`src/rtl/pong_game_ctrl.sv`:
```
// pong_game_ctrl: frame-rate ball, paddle and score sequencer.
// Define PONG_AI_EN to make player 2 track the ball automatically.
module pong_game_ctrl #(
  parameter int H_ACTIVE     = 640,
  parameter int V_ACTIVE     = 480,
  parameter int PADDLE_H     = 48,
  parameter int PADDLE_X1    = 16,
  parameter int PADDLE_X2    = 616,
  parameter int BALL_SIZE    = 8,
  parameter int BALL_SPEED   = 2,
  parameter int PADDLE_SPEED = 4,
  parameter int WIN_SCORE    = 7,
  parameter int SERVE_FRAMES = 60
) (
  input  logic       CLOCK_50,
  input  logic       reset_n,
  input  logic       frame_tick,
  input  logic       serve,
  input  logic       p1_up,
  input  logic       p1_dn,
  input  logic       p2_up,
  input  logic       p2_dn,
  output logic [9:0] ball_x,
  output logic [9:0] ball_y,
  output logic [9:0] p1_y,
  output logic [9:0] p2_y,
  output logic [3:0] score1,
  output logic [3:0] score2,
  output logic [2:0] state,
  output logic [1:0] winner
);

  localparam logic [2:0] S_IDLE  = 3'd0;
  localparam logic [2:0] S_SERVE = 3'd1;
  localparam logic [2:0] S_PLAY  = 3'd2;
  localparam logic [2:0] S_POINT = 3'd3;
  localparam logic [2:0] S_OVER  = 3'd4;

  localparam logic [10:0] HA   = 11'(H_ACTIVE);
  localparam logic [10:0] VA   = 11'(V_ACTIVE);
  localparam logic [10:0] PH   = 11'(PADDLE_H);
  localparam logic [10:0] X1E  = 11'(PADDLE_X1 + 8);
  localparam logic [10:0] X2   = 11'(PADDLE_X2);
  localparam logic [10:0] BS   = 11'(BALL_SIZE);
  localparam logic [10:0] SP   = 11'(BALL_SPEED);
  localparam logic [10:0] PS   = 11'(PADDLE_SPEED);
  localparam logic [10:0] PMAX = 11'(V_ACTIVE - PADDLE_H);
  localparam logic [10:0] CX   = 11'((H_ACTIVE - BALL_SIZE) / 2);
  localparam logic [10:0] CY   = 11'((V_ACTIVE - BALL_SIZE) / 2);
  localparam logic [10:0] PC   = 11'((V_ACTIVE - PADDLE_H) / 2);

  localparam int CW = $clog2(SERVE_FRAMES + 1);
  localparam logic [CW-1:0] SF = CW'(SERVE_FRAMES);
  localparam logic [CW-1:0] C1 = CW'(1);
  localparam logic [3:0]    WS = 4'(WIN_SCORE);

  logic          dir_x;
  logic          dir_y;
  logic          scorer;
  logic [CW-1:0] cnt;

  logic [10:0] bx, by, p1e, p2e;
  logic [10:0] nbx, nby, np1, np2;
  logic        ndx, ndy;
  logic        ov1, ov2;
  logic        miss, miss_p2;
  logic        p2_up_c, p2_dn_c;
  logic [3:0]  s_new;

  function automatic logic [10:0] pad_move(
    input logic [10:0] y,
    input logic        up,
    input logic        dn
  );
    pad_move = y;
    if (up && !dn)
      pad_move = (y < PS) ? 11'd0 : y - PS;
    else if (dn && !up)
      pad_move = (y + PS > PMAX) ? PMAX : y + PS;
  endfunction

  assign bx  = {1'b0, ball_x};
  assign by  = {1'b0, ball_y};
  assign p1e = {1'b0, p1_y};
  assign p2e = {1'b0, p2_y};

`ifdef PONG_AI_EN
  logic [10:0] pad_c, ball_c;

  // Dead band of +/-4 keeps the paddle from dithering around the ball.
  always_comb begin
    pad_c   = p2e + 11'(PADDLE_H / 2);
    ball_c  = by + 11'(BALL_SIZE / 2);
    p2_up_c = pad_c > ball_c + 11'd4;
    p2_dn_c = pad_c + 11'd4 < ball_c;
  end
`else
  assign p2_up_c = p2_up;
  assign p2_dn_c = p2_dn;
`endif

  assign np1 = pad_move(p1e, p1_up, p1_dn);
  assign np2 = pad_move(p2e, p2_up_c, p2_dn_c);

  assign s_new = (scorer ? score2 : score1) + 4'd1;

  // Collisions use the paddle positions from before this frame's move.
  always_comb begin
    ov1     = (by + BS > p1e) && (by < p1e + PH);
    ov2     = (by + BS > p2e) && (by < p2e + PH);
    nbx     = bx;
    ndx     = dir_x;
    miss    = 1'b0;
    miss_p2 = 1'b0;
    if (!dir_x) begin
      if (bx >= X1E && bx - SP < X1E && ov1) begin
        nbx = X1E;
        ndx = 1'b1;
      end else if (bx < SP) begin
        miss    = 1'b1;
        miss_p2 = 1'b1;
      end else begin
        nbx = bx - SP;
      end
    end else begin
      if (bx + BS <= X2 && bx + BS + SP > X2 && ov2) begin
        nbx = X2 - BS;
        ndx = 1'b0;
      end else if (bx + BS + SP > HA) begin
        miss = 1'b1;
      end else begin
        nbx = bx + SP;
      end
    end
  end

  always_comb begin
    nby = by;
    ndy = dir_y;
    if (!dir_y) begin
      if (by < SP) begin
        nby = 11'd0;
        ndy = 1'b1;
      end else begin
        nby = by - SP;
      end
    end else begin
      if (by + BS + SP > VA) begin
        nby = VA - BS;
        ndy = 1'b0;
      end else begin
        nby = by + SP;
      end
    end
  end

  always_ff @(posedge CLOCK_50 or negedge reset_n) begin
    if (!reset_n) begin
      ball_x <= CX[9:0];
      ball_y <= CY[9:0];
      p1_y   <= PC[9:0];
      p2_y   <= PC[9:0];
      score1 <= 4'd0;
      score2 <= 4'd0;
      state  <= S_IDLE;
      winner <= 2'b00;
      dir_x  <= 1'b1;
      dir_y  <= 1'b1;
      scorer <= 1'b0;
      cnt    <= '0;
    end else begin
      case (state)
        S_IDLE: begin
          if (serve) begin
            state <= S_SERVE;
            cnt   <= SF;
          end
        end
        S_SERVE: begin
          if (frame_tick) begin
            cnt  <= cnt - C1;
            p1_y <= np1[9:0];
            p2_y <= np2[9:0];
            if (cnt <= C1)
              state <= S_PLAY;
          end
        end
        S_PLAY: begin
          if (frame_tick) begin
            p1_y   <= np1[9:0];
            p2_y   <= np2[9:0];
            ball_x <= nbx[9:0];
            ball_y <= nby[9:0];
            dir_x  <= ndx;
            dir_y  <= ndy;
            if (miss) begin
              state  <= S_POINT;
              scorer <= miss_p2;
            end
          end
        end
        S_POINT: begin
          if (scorer)
            score2 <= s_new;
          else
            score1 <= s_new;
          if (s_new == WS) begin
            state  <= S_OVER;
            winner <= scorer ? 2'b10 : 2'b01;
          end else begin
            // Serve toward the player who just conceded.
            state  <= S_SERVE;
            ball_x <= CX[9:0];
            ball_y <= CY[9:0];
            dir_x  <= ~scorer;
            dir_y  <= 1'b1;
            cnt    <= SF;
          end
        end
        S_OVER: begin
          if (serve) begin
            state  <= S_SERVE;
            score1 <= 4'd0;
            score2 <= 4'd0;
            winner <= 2'b00;
            ball_x <= CX[9:0];
            ball_y <= CY[9:0];
            p1_y   <= PC[9:0];
            p2_y   <= PC[9:0];
            dir_x  <= 1'b1;
            dir_y  <= 1'b1;
            cnt    <= SF;
          end
        end
        default: state <= S_IDLE;
      endcase
    end
  end

endmodule

```
`config.mk`:
```
export PLATFORM = sky130hd
export DESIGN_NAME = pong_game_ctrl
export DESIGN_NICKNAME = d
export VERILOG_FILES = /design/src/rtl/pong_game_ctrl.sv
export SDC_FILE = /design/constraint.sdc
export NUM_CORES = 1
export LEC_CHECK = 0
export ABC_AREA = 1
export BUFFER_PORTS_ARGS = -buffer_cell sky130_fd_sc_hd__buf_2
export CAP_MARGIN = 25
export CELL_PAD_IN_SITES_DETAIL_PLACEMENT = 1
export CELL_PAD_IN_SITES_GLOBAL_PLACEMENT = 2
export CORE_ASPECT_RATIO = 1.25
export CORE_MARGIN = 1.5
export CORE_UTILIZATION = 36
export DETAILED_ROUTE_END_ITERATION = 6
export PLACE_DENSITY = 0.84
export SLEW_MARGIN = 15
export SYNTH_ARGS = -nofsm -noshare
export SYNTH_HDL_FRONTEND = slang
export SYNTH_SLANG_ARGS = --single-unit
```
`constraint.sdc`:
```
create_clock -name CLOCK_50 -period 7.1 [get_ports CLOCK_50]
set_clock_uncertainty 0.05 [all_clocks]
set_input_delay 0.355 -clock CLOCK_50 [delete_from_list [all_inputs] [get_ports CLOCK_50]]
set_output_delay 0.355 -clock CLOCK_50 [all_outputs]
set_load 0.01 [all_outputs]
```
; ---- After elaboration in Yosys (flattened, before gate mapping)
; Index checks and enable logic that the tools add are counted.
[classes]
n_addsub = 16
order_cmp = 17
n_eq_ne = 20
mux = 69
bitwise_logic = 1
n_reduce_logical = 31
[ops]
columns = operator, n
row1 = 10-bit two-way mux, 25
row2 = 10-bit case mux with 3 select lines, 2
row3 = 10-bit case mux with 2 select lines, 2
row4 = 11-bit by 9-bit > comparator with 1-bit output (second input constant), 3
row5 = 10-bit by 3-bit adder with 11-bit output (second input constant), 2
row6 = 10-bit by 4-bit adder with 11-bit output (second input constant), 2
row7 = 10-bit by 6-bit adder with 11-bit output (second input constant), 2
row8 = 11-bit by 2-bit adder with 11-bit output (second input constant), 2
row9 = 11-bit by 10-bit > comparator with 1-bit output, 2
row10 = 11-bit by 10-bit > comparator with 1-bit output (second input constant), 2
row11 = 10-bit by 11-bit < comparator with 1-bit output, 2
row12 = 10-bit by 2-bit adder with 10-bit output (second input constant), 2
row13 = 10-bit by 2-bit < comparator with 1-bit output (second input constant), 2
row14 = 10-bit by 3-bit < comparator with 1-bit output (second input constant), 2
row15 = 10-bit by 3-bit subtractor with 10-bit output (second input constant), 2
row16 = 3-bit two-way mux, 6
row17 = 6-bit two-way mux, 3
row18 = 2-bit != test (second input constant), 9
row19 = 6-bit case mux with 3 select lines, 1
row20 = 1-bit two-way mux, 17
row21 = 4-bit two-way mux, 4
row22 = 4-bit case mux with 2 select lines, 2
row23 = 4-bit AND reduction, 4
row24 = 3-bit case mux with 4 select lines, 1
row25 = 28 further kinds, 53
[word_totals]
register_bits = 62
input_bits = 8
out_inout_bits = 53
word_cells = 166

; ---- Depth between registers and ports, before layout
; Gate-level depths: netlist of the first run.
[logic_depth]
depth_word = 10
ltp_mapped = 21
ltp_nobuf = 21

; ---- Worst setup path before layout of the first run
; Ideal clock, no wire load.
[synth_timing]
path_kind = flip-flop to flip-flop
from = register p2_y[4]
to = register ball_x[1]
setup_time_ns = 0.117
arrival_time_ns = 2.688
t_required_ns = 6.933
setup_slack_ns = 4.244
stages_incl_launch_ff = 18
path_buffers = 2
period_less_slack_ns = 2.856
cell_sequence = dfstp_2 > clkbuf_1 > inv_1 > ha_1 > nor2_1 > xor2_1 > ha_1 > a21oi_1 > o21ai_0 > a21oi_1 > nand2_1 > nor2_1 > nand2_2 > buf_6 > nand3_4 > nand3_4 > nand2_1 > nand2_1
[synth_between]
elab_chain_len = 8
word_cells_on_any_way = 11
cone_classes = 1 x add/sub / 2 x order compare / 1 x eq/ne / 4 x mux / 3 x reduce/logical
[synth_rtl]
columns = element, line
row1 = start: declaration, 26  ; output logic [9:0] p2_y,
row2 = start signal: assignment, 162  ; p2_y <= PC[9:0];
row3 = start signal: assignment, 183  ; p2_y <= np2[9:0];
row4 = start signal: assignment, 191  ; p2_y <= np2[9:0];
row5 = 10-bit by 6-bit adder with 11-bit output, 110  ; ov2 = (by + BS > p2e) && (by < p2e + PH);
row6 = 10-bit by 11-bit < comparator with 1-bit output, 110
row7 = 1-bit logical AND *, 110
row8 = 1-bit logical AND *, 126  ; if (bx + BS <= X2 && bx + BS + SP > X2 && ov2) begin
row9 = 10-bit two-way mux, 126
row10 = 10-bit two-way mux, 115  ; if (!dir_x) begin
row11 = 10-bit two-way mux, 189  ; if (frame_tick) begin
row12 = 10-bit case mux with 3 select lines, 172  ; case (state)
row13 = end signal: assignment, 159  ; ball_x <= CX[9:0];
row14 = end signal: assignment, 192  ; ball_x <= nbx[9:0];
row15 = end signal: assignment, 213  ; ball_x <= CX[9:0];
row16 = end: declaration, 23  ; output logic [9:0] ball_x,
; Every way passes the cells marked *; elsewhere a longest branch is shown, timed or not. The select of a mux whose other input is x is not followed.
; A chain may end at the register's enable or synchronous reset.

; ---- Worst setup path after layout of the first run
[layout_timing]
from = register ball_y[6]
to = register ball_x[5]
[layout_between]
elab_chain_len = 8
word_cells_on_any_way = 17
cone_classes = 1 x add/sub / 4 x order compare / 2 x eq/ne / 5 x mux / 5 x reduce/logical
[layout_rtl]
columns = element, line
row1 = start: declaration, 24  ; output logic [9:0] ball_y,
row2 = start signal: assignment, 160  ; ball_y <= CY[9:0];
row3 = start signal: assignment, 193  ; ball_y <= nby[9:0];
row4 = start signal: assignment, 214  ; ball_y <= CY[9:0];
row5 = 10-bit by 4-bit adder with 11-bit output, "109, 110"
row6 = 11-bit by 10-bit > comparator with 1-bit output (on tied branches), "109, 110"
row7 = 1-bit logical AND (on tied branches), "109, 110"
row8 = 1-bit logical AND (on tied branches), "116, 126"
row9 = 10-bit two-way mux (on tied branches), "116, 126"
row10 = 10-bit two-way mux, 115
row11 = 10-bit two-way mux, 189
row12 = 10-bit case mux with 3 select lines, 172
row13 = end signal: assignment, 192
row14 = end signal: assignment, 213
row15 = end signal: assignment, 226  ; ball_x <= CX[9:0];
; Parallel ways exist; a longest one is shown, timed or not. The select of a mux whose other input is x is not followed.

==> results of run 1 <==
## through the flow
step                util, %  cells  power (mW)
finish                 40.3   1149        3.34
CTS                    40.3   1149        3.38
global placement       39.4   1141        3.06
floorplan                 -    896        2.44
detailed placement     39.4   1141        3.09
global route           40.3   1149        3.77
## worst max path at each step
stage,start,slack [ns],cells after the start,to
floorplan,p2_y[4],4.24,17,ball_x[1]
global placement,ball_y[6],3.90,18,ball_x[1]
detailed placement,ball_y[3],3.77,19,ball_x[2]
CTS,ball_y[6],3.73,18,ball_x[2]
global route,ball_y[6],3.41,18,ball_x[2]
finish,ball_y[6],3.75,18,ball_x[5]
## layout by cell type, fill, tap and decap left out, types with 3 or more instances in the layout
cell         n
nand3b_1     4
a22oi_1      4
inv_2        9
o21ai_1      5
conb_1       6
dfrtp_1     36
nor3_1      13
xor2_1      44
o22ai_1      9
clkbuf_16    5
nor2_2       8
a2bb2oi_1    3
nand3_2      5
a21oi_1     35
clkinv_1     3
nand2_1    231
nand3_1     72
buf_2       54
dfstp_2     20
nor2_1      87
o21ai_0     42
a31oi_1      5
xnor2_1      7
o211ai_1     4
nand4_1     10
nand2_2      9
nor2_4       5
inv_1      110
ha_1        54
## registers in the layout (all words and copies together), names as in the netlist
name and cells:
ball_x 9, ball_y 9, cnt 6, dir_x 1, dir_y 1, p1_y 8
p2_y 8, score1 4, score2 4, scorer 1, state 3, winner 2
## final cells by class
| class | instances | area (um2) |
|---|---|---|
| Fill cell | 2149 | 9670 |
| Multi-Input combinational cell | 692 | 3950 |
| Tap cell | 216 | 270 |
| Timing Repair Buffer | 55 | 278 |
| Sequential cell | 56 | 1430 |
| Inverter | 122 | 458 |
| Clock inverter | 3 | 25.0 |
| Clock buffer | 5 | 125 |
## power by group through the flow
stage,Sequential [mW],Combinational (mW),Clock [mW]
2_1_floorplan,0.676,1.77,0
3_3_place_gp,0.775,2.28,0
3_5_place_dp,0.778,2.31,0
4_1_cts,0.772,2.33,0.281
5_1_grt,0.800,2.68,0.291
6_report,0.766,2.30,0.270
## cell families after synthesis
family                     after synthesis  share of synthesized area, %
and+or+nand+nor                        456                          34.5
xor gates and xnor gates                51                          7.46
adders and majority gates               54                          11.3
DFF                                     56                          23.8
muxes                                    2                         0.335
AOI/OAI and AO/OA                      123                          12.0
other                                    1                        0.0627
buffers and inverters                  148                          10.5
## per-layer routing
layer | routed length (um) | part of all wire [%] | GRT usage, %
met1 | 8430 | 46 | 27.5
met2 | 9340 | 51 | 41.0
met3 | 412 | 2.2 | 2.56
met4 | 223 | 1.2 | 4.45
met5 | 0 | 0 | 0
==> results.tsv, run 1 <==
stage	metric	value	unit
clock_network	postcts setup bufs	0	
floorplan	io pins	61	
critical_path	Worst setup SP type	flop	
synth	top-area cell type share of the netlist area	15.1	%
finish	layout cells sized above 1	13.7	%
sta	max-slew violation count	0	
clock_network	Reg clk slew, reported paths	0.08	ns
clock_network	clock sink count	56	
pwr	Pwr Density	511	nW/um2
sta	final worst setup slack	3.75	ns
finish	Final Cell Area	6530	um2
synth	area leader, netlist	dfrtp_1	
pwr	switch share	56.1	%
placement	hpwl dp	14700	um
critical_path	CP max-delay cell	dfstp_2	
critical_path	crit-path max FO	11	
floorplan	Die Ht	147	um
floorplan	full die area	17400	um2
grt	largest net degree at the start of global routing	57	
synth	Cell Area, Synth	5980	um2
synth	most instantiated library cell after synthesis	nand2_1	
routing	Routed Antenna Nets	0	
sta	Worst slew margin	45.8	%
sta	Min Hold Slack	0.163	ns
critical_path	CP arrival	3.56	ns
sta	Final period util	47.2	%
sta	Slew @ Worst Pin	0.813	ns
pwr	Comb pwr share	69.0	%
floorplan	CORE AREA	16200	um2
sta	fmax	298	MHz
pwr	Power Internal	1.47	mW
critical_path	Worst R2R End	ball_x[5]	
critical_path	critical path capture point type	flop	
routing	Iter 0 DRT Violations	192	
clock_network	Hold-fix buffers, CTS	0	
sta	setup violators final	0	
critical_path	Crit Path Category	reg2reg	
placement	input/output buffers	54	
clock_network	htree depth	2	
placement	routability cong.	0.851	
floorplan	Starting Density	36.9	%
clock_network	Post-CTS Resized	0	
grt	antenna violations before repair	0	
floorplan	Rows	52	
synth	synthesized area per cell	6.72	um2
routing	post-DR wirelength/cell	16.0	um
synth	Synth Register Bits	56	
synth	ys flop type	dfrtp_1	
critical_path	crit-path cells	nand3_1, nor2_1, nand2_1, xnor2_1, ha_1, inv_1, nor3_1, nand3_1, nand2_1, a21oi_1, nand2_1, nor2_1, nand2_2, nand2_1, nor2_2, nor2_4, nand3_1, nand2_1	
synth	post-synth cell types	52	
run_status	outcome	complete, no violations	
finish	Layout Nets	994	
routing	Vias/cell	5.06	
clock_network	Clk Latency, worst-skew pair	0.32	ns
critical_path	crit-path max cell delay	0.69	ns
synth	post-synthesis sequential area ratio	23.8	%
grt	GR Util All Layers	22.1	%
critical_path	WP buf/inv	1	
placement	Post-Place Cell Area	6380	um2
synth	Ys Warns	0	
synth	top cells by area, synth	dfrtp_1 (15%), nand2_1 (14%), ha_1 (11%), dfstp_2 (8.8%), inv_1 (6.9%)	
critical_path	CP Data Required Time	7.30	ns
critical_path	Reg2Reg Setup Slack	3.75	ns
pwr	P_sw	1.87	mW
routing	via count	5809	
finish	Synth-to-Final Area Change	9.14	%
pwr	leakage dissipation	3.37	nW
critical_path	crit-path most repeated cell	nand2_1	
critical_path	Reg2Reg Depth	18	
grt	first-pass GRT wire length	31300	um
clock_network	CTS tree	built	
sta	fin crit period	3.35	ns
pwr	Seq pwr share	22.9	%
synth	Post-synth EDFFs	0	
routing	DRC	0	
clock_network	total CTS buffers	5	
grt	vias in the first global route	6107	
synth	ys async rst share	100	%
placement	pre-CTS setup slack	3.77	ns
sta	final hold vios	0	
grt	Congestion Overflow GR	0	
synth	top cells by instance count after synthesis	nand2_1 (231), inv_1 (110), nor2_1 (87)	
synth	Mapped Cells	891	
pwr	peak supply drop	0.171	mV
hold_path	worst min path class	in2async	
floorplan	die width	118	um
finish	n_diodes	0	
sta	Setup Total Neg Slack	0	ns
critical_path	RR Startpoint	ball_y[6]	
clock_network	Clock Path Buffers	2	
critical_path	delay-heaviest family, CP	simple AND/OR/NAND/NOR gates	
routing	TritonRoute pass-1 iters	4	
sta	RSZ-0062 raised after global routing	false	
flow_run	Max-Cap Viols	0	
routing	Routed WL	18400	um
pwr	clock network fraction of design power	8.1	%
clock_network	Root Driver	clkbuf_16	
Note: power is estimated with default switching activity, not from simulation.
==> inputs of run 2 (changes only) <==
CORE_UTILIZATION = 34   (was 36)
PLACE_DENSITY = 0.8   (was 0.84)
clock period = 3.4 ns   (was 7.1 ns; I/O delays follow)
==> results.tsv, run 2 (same netlist as run 1, synthesis figures left out) <==
stage	metric	value	unit	change
sta	Slew @ Worst Pin	0.740	ns	was 0.813 ns
grt	met1 usage	26.3	%	was 27.5%
sta	RSZ-0062 raised after global routing	false		unchanged
grt	GR Util All Layers	21.3	%	was 22.1%
floorplan	full die area	18400	um2	was 17400 um2
sta	fmax	321	MHz	was 298 MHz
placement	input/output buffers	54		unchanged
grt	most used routing layer	met2		unchanged
clock_network	clock sink count	56		unchanged
routing	post-DR wirelength/cell	16.1	um	was 16.0 um
clock_network	Reg clk slew, reported paths	0.09	ns	was 0.08 ns
grt	antenna violations before repair	0		unchanged
finish	layout cells sized above 1	15.0	%	was 13.7%
routing	Vias/cell	4.98		was 5.06
clock_network	CTS tree	built		unchanged
sta	Worst slew margin	50.2	%	was 45.8%
floorplan	Rows	54		was 52
pwr	peak supply drop	0.439	mV	was 0.171 mV
sta	final hold vios	0		unchanged
flow_run	Max-Cap Viols	0		unchanged
critical_path	CP arrival	3.32	ns	was 3.56 ns
finish	n_diodes	0		unchanged
routing	TritonRoute pass-1 iters	4		unchanged
grt	Congestion Overflow GR	0		unchanged
critical_path	critical path capture point type	flop		unchanged
grt	largest net degree at the start of global routing	30		was 57
grt	first-pass GRT wire length	30900	um	was 31300 um
finish	Layout Nets	1007		was 994
run_status	outcome	complete, no violations		unchanged
critical_path	CP Data Required Time	3.61	ns	was 7.30 ns
pwr	Pwr Density	1070	nW/um2	was 511 nW/um2
grt	GRT met3 Usage	2.03	%	was 2.56%
routing	Routed Antenna Nets	0		unchanged
routing	DRC	0		unchanged
sta	fin crit period	3.11	ns	was 3.35 ns
placement	hpwl dp	15300	um	was 14700 um
floorplan	die width	122	um	was 118 um
critical_path	crit-path max FO	11		unchanged
routing	Routed WL	18800	um	was 18400 um
critical_path	Crit Path Category	reg2reg		unchanged
clock_network	Clk Latency, worst-skew pair	0.31	ns	was 0.32 ns
routing	via count	5825		was 5809
finish	Synth-to-Final Area Change	11.3	%	was 9.14%
clock_network	Root Driver	clkbuf_16		unchanged
routing	Iter 0 DRT Violations	192		unchanged
grt	vias in the first global route	5950		was 6107
critical_path	Worst setup SP type	flop		unchanged
clock_network	htree depth	2		unchanged
finish	commonest non-fill, non-tap cell in the layout	nand2_1		unchanged
sta	max-slew violation count	0		unchanged
floorplan	Starting Density	34.5	%	was 36.9%
floorplan	Die Ht	151	um	was 147 um
sta	Final period util	91.5	%	was 47.2%
placement	Post-Place Cell Area	6470	um2	was 6380 um2
floorplan	CORE AREA	17400	um2	was 16200 um2
finish	Fillers	2272		was 2149
clock_network	Clock Path Buffers	2		unchanged
pwr	leakage dissipation	3.45	nW	was 3.37 nW
sta	setup violators final	0		unchanged
finish	Largest regs	ball_x: 9 flops, ball_y: 9 flops		unchanged
placement	routability cong.	0.810		was 0.851
finish	Final Cell Area	6660	um2	was 6530 um2
clock_network	total CTS buffers	5		unchanged
finish	most frequent cells in the layout	nand2_1 (231), inv_1 (110), nor2_1 (87), nand3_1 (72)		unchanged
sta	Setup Total Neg Slack	0	ns	unchanged
floorplan	io pins	61		unchanged
grt	grt met2 use	40.1	%	was 41.0%
hold_path	worst min path class	in2reg		was in2async
[run 2: cell types whose count changed in the layout (fill, tap and decap cells not counted), sizes merged]
cell,change
dlygate4sd3,+1
buf,+12
[run 2: where the power goes]
group | total, mW | switching, mW | leakage (nW) | internal [mW]
Combinational | 5.12 | 3.28 | 2.72 | 1.85
Sequential | 1.46 | 0.423 | 0.654 | 1.03
Clock | 0.573 | 0.293 | 0.0708 | 0.281
Total | 7.15 | 3.99 | 3.45 | 3.16
[run 2: what timing repair did]
action,CTS,global route
buffers inserted,0,1
resized for setup,0,3
setup endpoints to repair,0,9
hold buffers,1,0
hold endpoints to repair,20,0
[run 2: routing by layer]
metal	wire length [um]	up-vias	share of wire [%]
met4	225	0	1.2
met5	0	-	0
met3	307	13	1.6
met2	9650	58	51
met1	8670	2774	46
li1	-	2980	-
[run 2: path summary, 6_finish.rpt]
path | slack (ns) | startpoint | cells past startpoint | end
max | 0.29 | ball_y[3] | 18 | ball_x[4]
min | 0.11 | serve | 4 | state[2]
max reg2reg | 0.29 | ball_y[3] | 18 | ball_x[4]
min reg2reg | 0.44 | cnt[5] | 2 | cnt[5]
max in group asynchronous | 1.97 | reset_n | 3 | p1_y[4]
min in group asynchronous | 0.40 | reset_n | 2 | cnt[3]
[run 2: critical path, cell delays in order, from the launching register on]
cell and delay (ns):
dfstp_2 0.60, ha_1 0.23, nand2_1 0.07, inv_1 0.10, nand2_1 0.10, xor2_2 0.18
ha_1 0.29, nand2_1 0.06, nand3b_1 0.16, nand3b_1 0.16, nand2_1 0.07, nand2_1 0.05
nor2_1 0.17, nand2_4 0.14, nand2_1 0.14, nor2_2 0.06, nor2_4 0.22, nand3_1 0.12
nand2_1 0.08
[run 2: cell type report]
cell class / instances / area (um2) / area share (%)
multi-input combinational: 692 / 3970 / 59.6
inverter: 122 / 458 / 6.87
sequential: 56 / 1430 / 21.4
clock buffer: 5 / 125 / 1.88
clock inverter: 3 / 25.0 / 0.376
tap: 224 / 280 / 4.21
timing repair buffer: 68 / 378 / 5.67
[run 2: through the flow]
| step | setup slack, ns | instances | power, mW | utilization [%] | hold slack (ns) |
|---|---|---|---|---|---|
| final | 0.289 | 1170 | 7.15 | 38.4 | 0.114 |
| after global routing | 0.00606 | 1170 | 7.99 | 38.4 | 0.139 |
| after CTS | 0.145 | 1169 | 7.20 | 38.2 | 0.103 |
| after detailed placement | 0.161 | 1160 | 6.59 | 37.3 | 0.230 |
| after global placement | 0.333 | 1160 | 6.54 | 37.3 | 0.229 |
| after floorplan | 0.544 | 896 | 5.10 | - | -0.176 |
==> inputs of run 3 (changes only) <==
CORE_UTILIZATION = 36   (was 34)
PLACE_DENSITY = 0.84   (was 0.8)
clock period = 3.8 ns   (was 3.4 ns; I/O delays follow)
==> results.tsv, run 3 (same netlist as run 1, synthesis figures left out) <==
stage	metric	value	unit	change
clock_network	htree depth	2		unchanged
routing	post-DR wirelength/cell	16.2	um	was 16.1 um
pwr	Comb pwr share	69.3	%	was 71.6%
sta	Setup Total Neg Slack	0	ns	unchanged
clock_network	Clk Latency, worst-skew pair	0.31	ns	about the same
pwr	switch share	56.1	%	was 55.8%
critical_path	Worst setup SP type	flop		unchanged
routing	Vias/cell	5.02		was 4.98
clock_network	total CTS buffers	5		unchanged
sta	fin crit period	3.35	ns	was 3.11 ns
critical_path	crit-path most repeated cell	nand2_1		unchanged
grt	Congestion Overflow GR	0		unchanged
clock_network	Root Driver	clkbuf_16		unchanged
critical_path	crit-path max FO	11		unchanged
sta	Final period util	88.3	%	was 91.5%
hold_path	worst min path class	in2reg		unchanged
pwr	Power Internal	2.75	mW	was 3.16 mW
critical_path	delay-heaviest family, CP	simple AND/OR/NAND/NOR gates		unchanged
grt	GR Util All Layers	22.0	%	was 21.3%
critical_path	crit-path cells	nand3_1, nor2_1, nand2_1, xnor2_1, ha_1, inv_1, nor3_1, nand3_1, nand2_1, a21oi_1, nand2_1, nor2_1, nand2_2, nand2_1, nor2_2, nor2_4, nand3_1, nand2_1		was ha_1, nand2_1, inv_1, nand2_1, xor2_2, ha_1, nand2_1, nand3b_1, nand3b_1, nand2_1, nand2_1, nor2_1, nand2_4, nand2_1, nor2_2, nor2_4, nand3_1, nand2_1
placement	Post-Place Cell Area	6390	um2	was 6470 um2
flow_run	Max-Cap Viols	0		unchanged
pwr	Seq pwr share	22.6	%	was 20.4%
routing	Iter 0 DRT Violations	196		was 192
clock_network	CTS tree	built		unchanged
placement	input/output buffers	54		unchanged
sta	fmax	298	MHz	was 321 MHz
critical_path	WP buf/inv	1		unchanged
critical_path	critical path capture point type	flop		unchanged
pwr	leakage dissipation	3.38	nW	was 3.45 nW
floorplan	full die area	17400	um2	was 18400 um2
floorplan	Starting Density	36.9	%	was 34.5%
pwr	peak supply drop	0.400	mV	was 0.439 mV
finish	Synth-to-Final Area Change	9.47	%	was 11.3%
pwr	Pwr Density	956	nW/um2	was 1070 nW/um2
clock_network	Clock Path Buffers	2		unchanged
sta	final hold vios	0		unchanged
routing	TritonRoute pass-1 iters	4		unchanged
run_status	outcome	complete, no violations		unchanged
floorplan	die width	118	um	was 122 um
routing	Routed Antenna Nets	0		unchanged
critical_path	Crit Path Category	reg2reg		unchanged
floorplan	io pins	61		unchanged
pwr	clock network fraction of design power	8.1	%	was 8.0%
grt	largest net degree at the start of global routing	32		was 30
finish	layout cells sized above 1	13.8	%	was 15.0%
finish	Layout Nets	996		was 1007
floorplan	Rows	52		was 54
grt	antenna violations before repair	0		unchanged
sta	max-slew violation count	0		unchanged
pwr	P_sw	3.52	mW	was 3.99 mW
floorplan	CORE AREA	16200	um2	was 17400 um2
sta	Min Hold Slack	0.131	ns	was 0.114 ns
finish	sequential cell area	1430	um2	unchanged
routing	DRC	0		unchanged
finish	most frequent cells in the layout	nand2_1 (231), inv_1 (110), nor2_1 (87), nand3_1 (72)		unchanged
critical_path	Reg2Reg Setup Slack	0.45	ns	was 0.29 ns
sta	setup violators final	0		unchanged
sta	Worst slew margin	45.0	%	was 50.2%
placement	routability cong.	0.833		was 0.810
grt	vias in the first global route	6085		was 5950
finish	n_diodes	0		unchanged
finish	area of the multi-input gates	3950	um2	was 3970 um2
critical_path	CP max-delay cell	dfstp_2		unchanged
critical_path	CP Data Required Time	4.00	ns	was 3.61 ns
sta	RSZ-0062 raised after global routing	false		unchanged
routing	Routed WL	18600	um	was 18800 um
clock_network	Reg clk slew, reported paths	0.08	ns	was 0.09 ns
floorplan	Die Ht	147	um	was 151 um
placement	hpwl dp	14900	um	was 15300 um
finish	Fillers	2179		was 2272
finish	Final Cell Area	6550	um2	was 6660 um2
grt	first-pass GRT wire length	31000	um	was 30900 um
clock_network	clock sink count	56		unchanged
routing	via count	5783		was 5825
critical_path	CP arrival	3.55	ns	was 3.32 ns
pwr	Power, Total	6.27	mW	was 7.15 mW
sta	Slew @ Worst Pin	0.825	ns	was 0.740 ns
finish	commonest non-fill, non-tap cell in the layout	nand2_1		unchanged
critical_path	crit-path max cell delay	0.69	ns	was 0.60 ns
finish	Largest regs	ball_x: 9 flops, ball_y: 9 flops		unchanged
run 3: changes by cell type in the layout (fill, tap and decap cells not counted):
| cell | change |
|---|---|
| nand2_2 | +1 |
| xor2_1 | +2 |
| xor2_2 | -2 |
| inv_8 | +1 |
| nand2_4 | -1 |
| clkinv_4 | +1 |
| buf_4 | -11 |
| inv_6 | -2 |
run 3: final timing paths:
check                      cells after the start  startpoint   endpoint
setup / recovery                              18   ball_y[6]  ball_x[6]
hold / removal                                 4       serve   state[2]
setup reg to reg                              18   ball_y[6]  ball_x[6]
hold reg to reg                                2      cnt[2]     cnt[2]
max in group asynchronous                      3     reset_n  ball_x[8]
min in group asynchronous                      2     reset_n  ball_x[6]
run 3: layer usage:
| layer | track usage, % | vias up | routed length (um) |
|---|---|---|---|
| met2 | 39.7 | 53 | 9390 |
| met1 | 27.7 | 2748 | 8680 |
| met4 | 5.06 | 0 | 215 |
| li1 | - | 2967 | - |
| met5 | 0 | - | 0 |
| met3 | 2.87 | 15 | 343 |
run 3: power groups by stage:
| stage | Sequential (mW) | Clock [mW] | Combinational (mW) |
|---|---|---|---|
| final | 1.42 | 0.507 | 4.34 |
| after CTS | 1.43 | 0.532 | 4.38 |
| after floorplan | 1.26 | 0 | 3.30 |
| after global routing | 1.48 | 0.542 | 4.99 |
| after global placement | 1.43 | 0 | 4.30 |
| after detailed placement | 1.44 | 0 | 4.35 |
run 3: worst reg2reg max path, stage by stage, from the launching register on:
cell	delay (ns)
dfstp_2	0.69
nand3_1	0.19
nor2_1	0.12
nand2_1	0.07
xnor2_1	0.38
ha_1	0.33
inv_1	0.07
nor3_1	0.06
nand3_1	0.07
nand2_1	0.05
a21oi_1	0.16
nand2_1	0.07
nor2_1	0.14
nand2_2	0.20
nand2_1	0.18
nor2_2	0.06
nor2_4	0.20
nand3_1	0.11
nand2_1	0.07
run 3: final cells by class:
| cell class | instances | share of cell area [%] |
|---|---|---|
| Multi-Input combinational cell | 692 | 60.3 |
| Sequential cell | 56 | 21.8 |
| Inverter | 122 | 6.99 |
| Timing Repair Buffer | 57 | 4.51 |
| Tap cell | 216 | 4.13 |
| Clock buffer | 5 | 1.91 |
| Clock inverter | 3 | 0.420 |
run 3: repair_timing:
item,4_1_cts,5_1_grt
resized for setup,0,0
hold buffers,1,0
hold endpoints to repair,14,0
buffers inserted,0,0
run 3: through the flow:
| stage | worst slack (ns) | instances | util [%] |
|---|---|---|---|
| 2_1_floorplan | 0.944 | 896 | - |
| 3_3_place_gp | 0.612 | 1142 | 39.4 |
| 3_5_place_dp | 0.439 | 1142 | 39.4 |
| 4_1_cts | 0.412 | 1151 | 40.4 |
| 5_1_grt | 0.102 | 1151 | 40.4 |
| 6_report | 0.446 | 1151 | 40.4 |
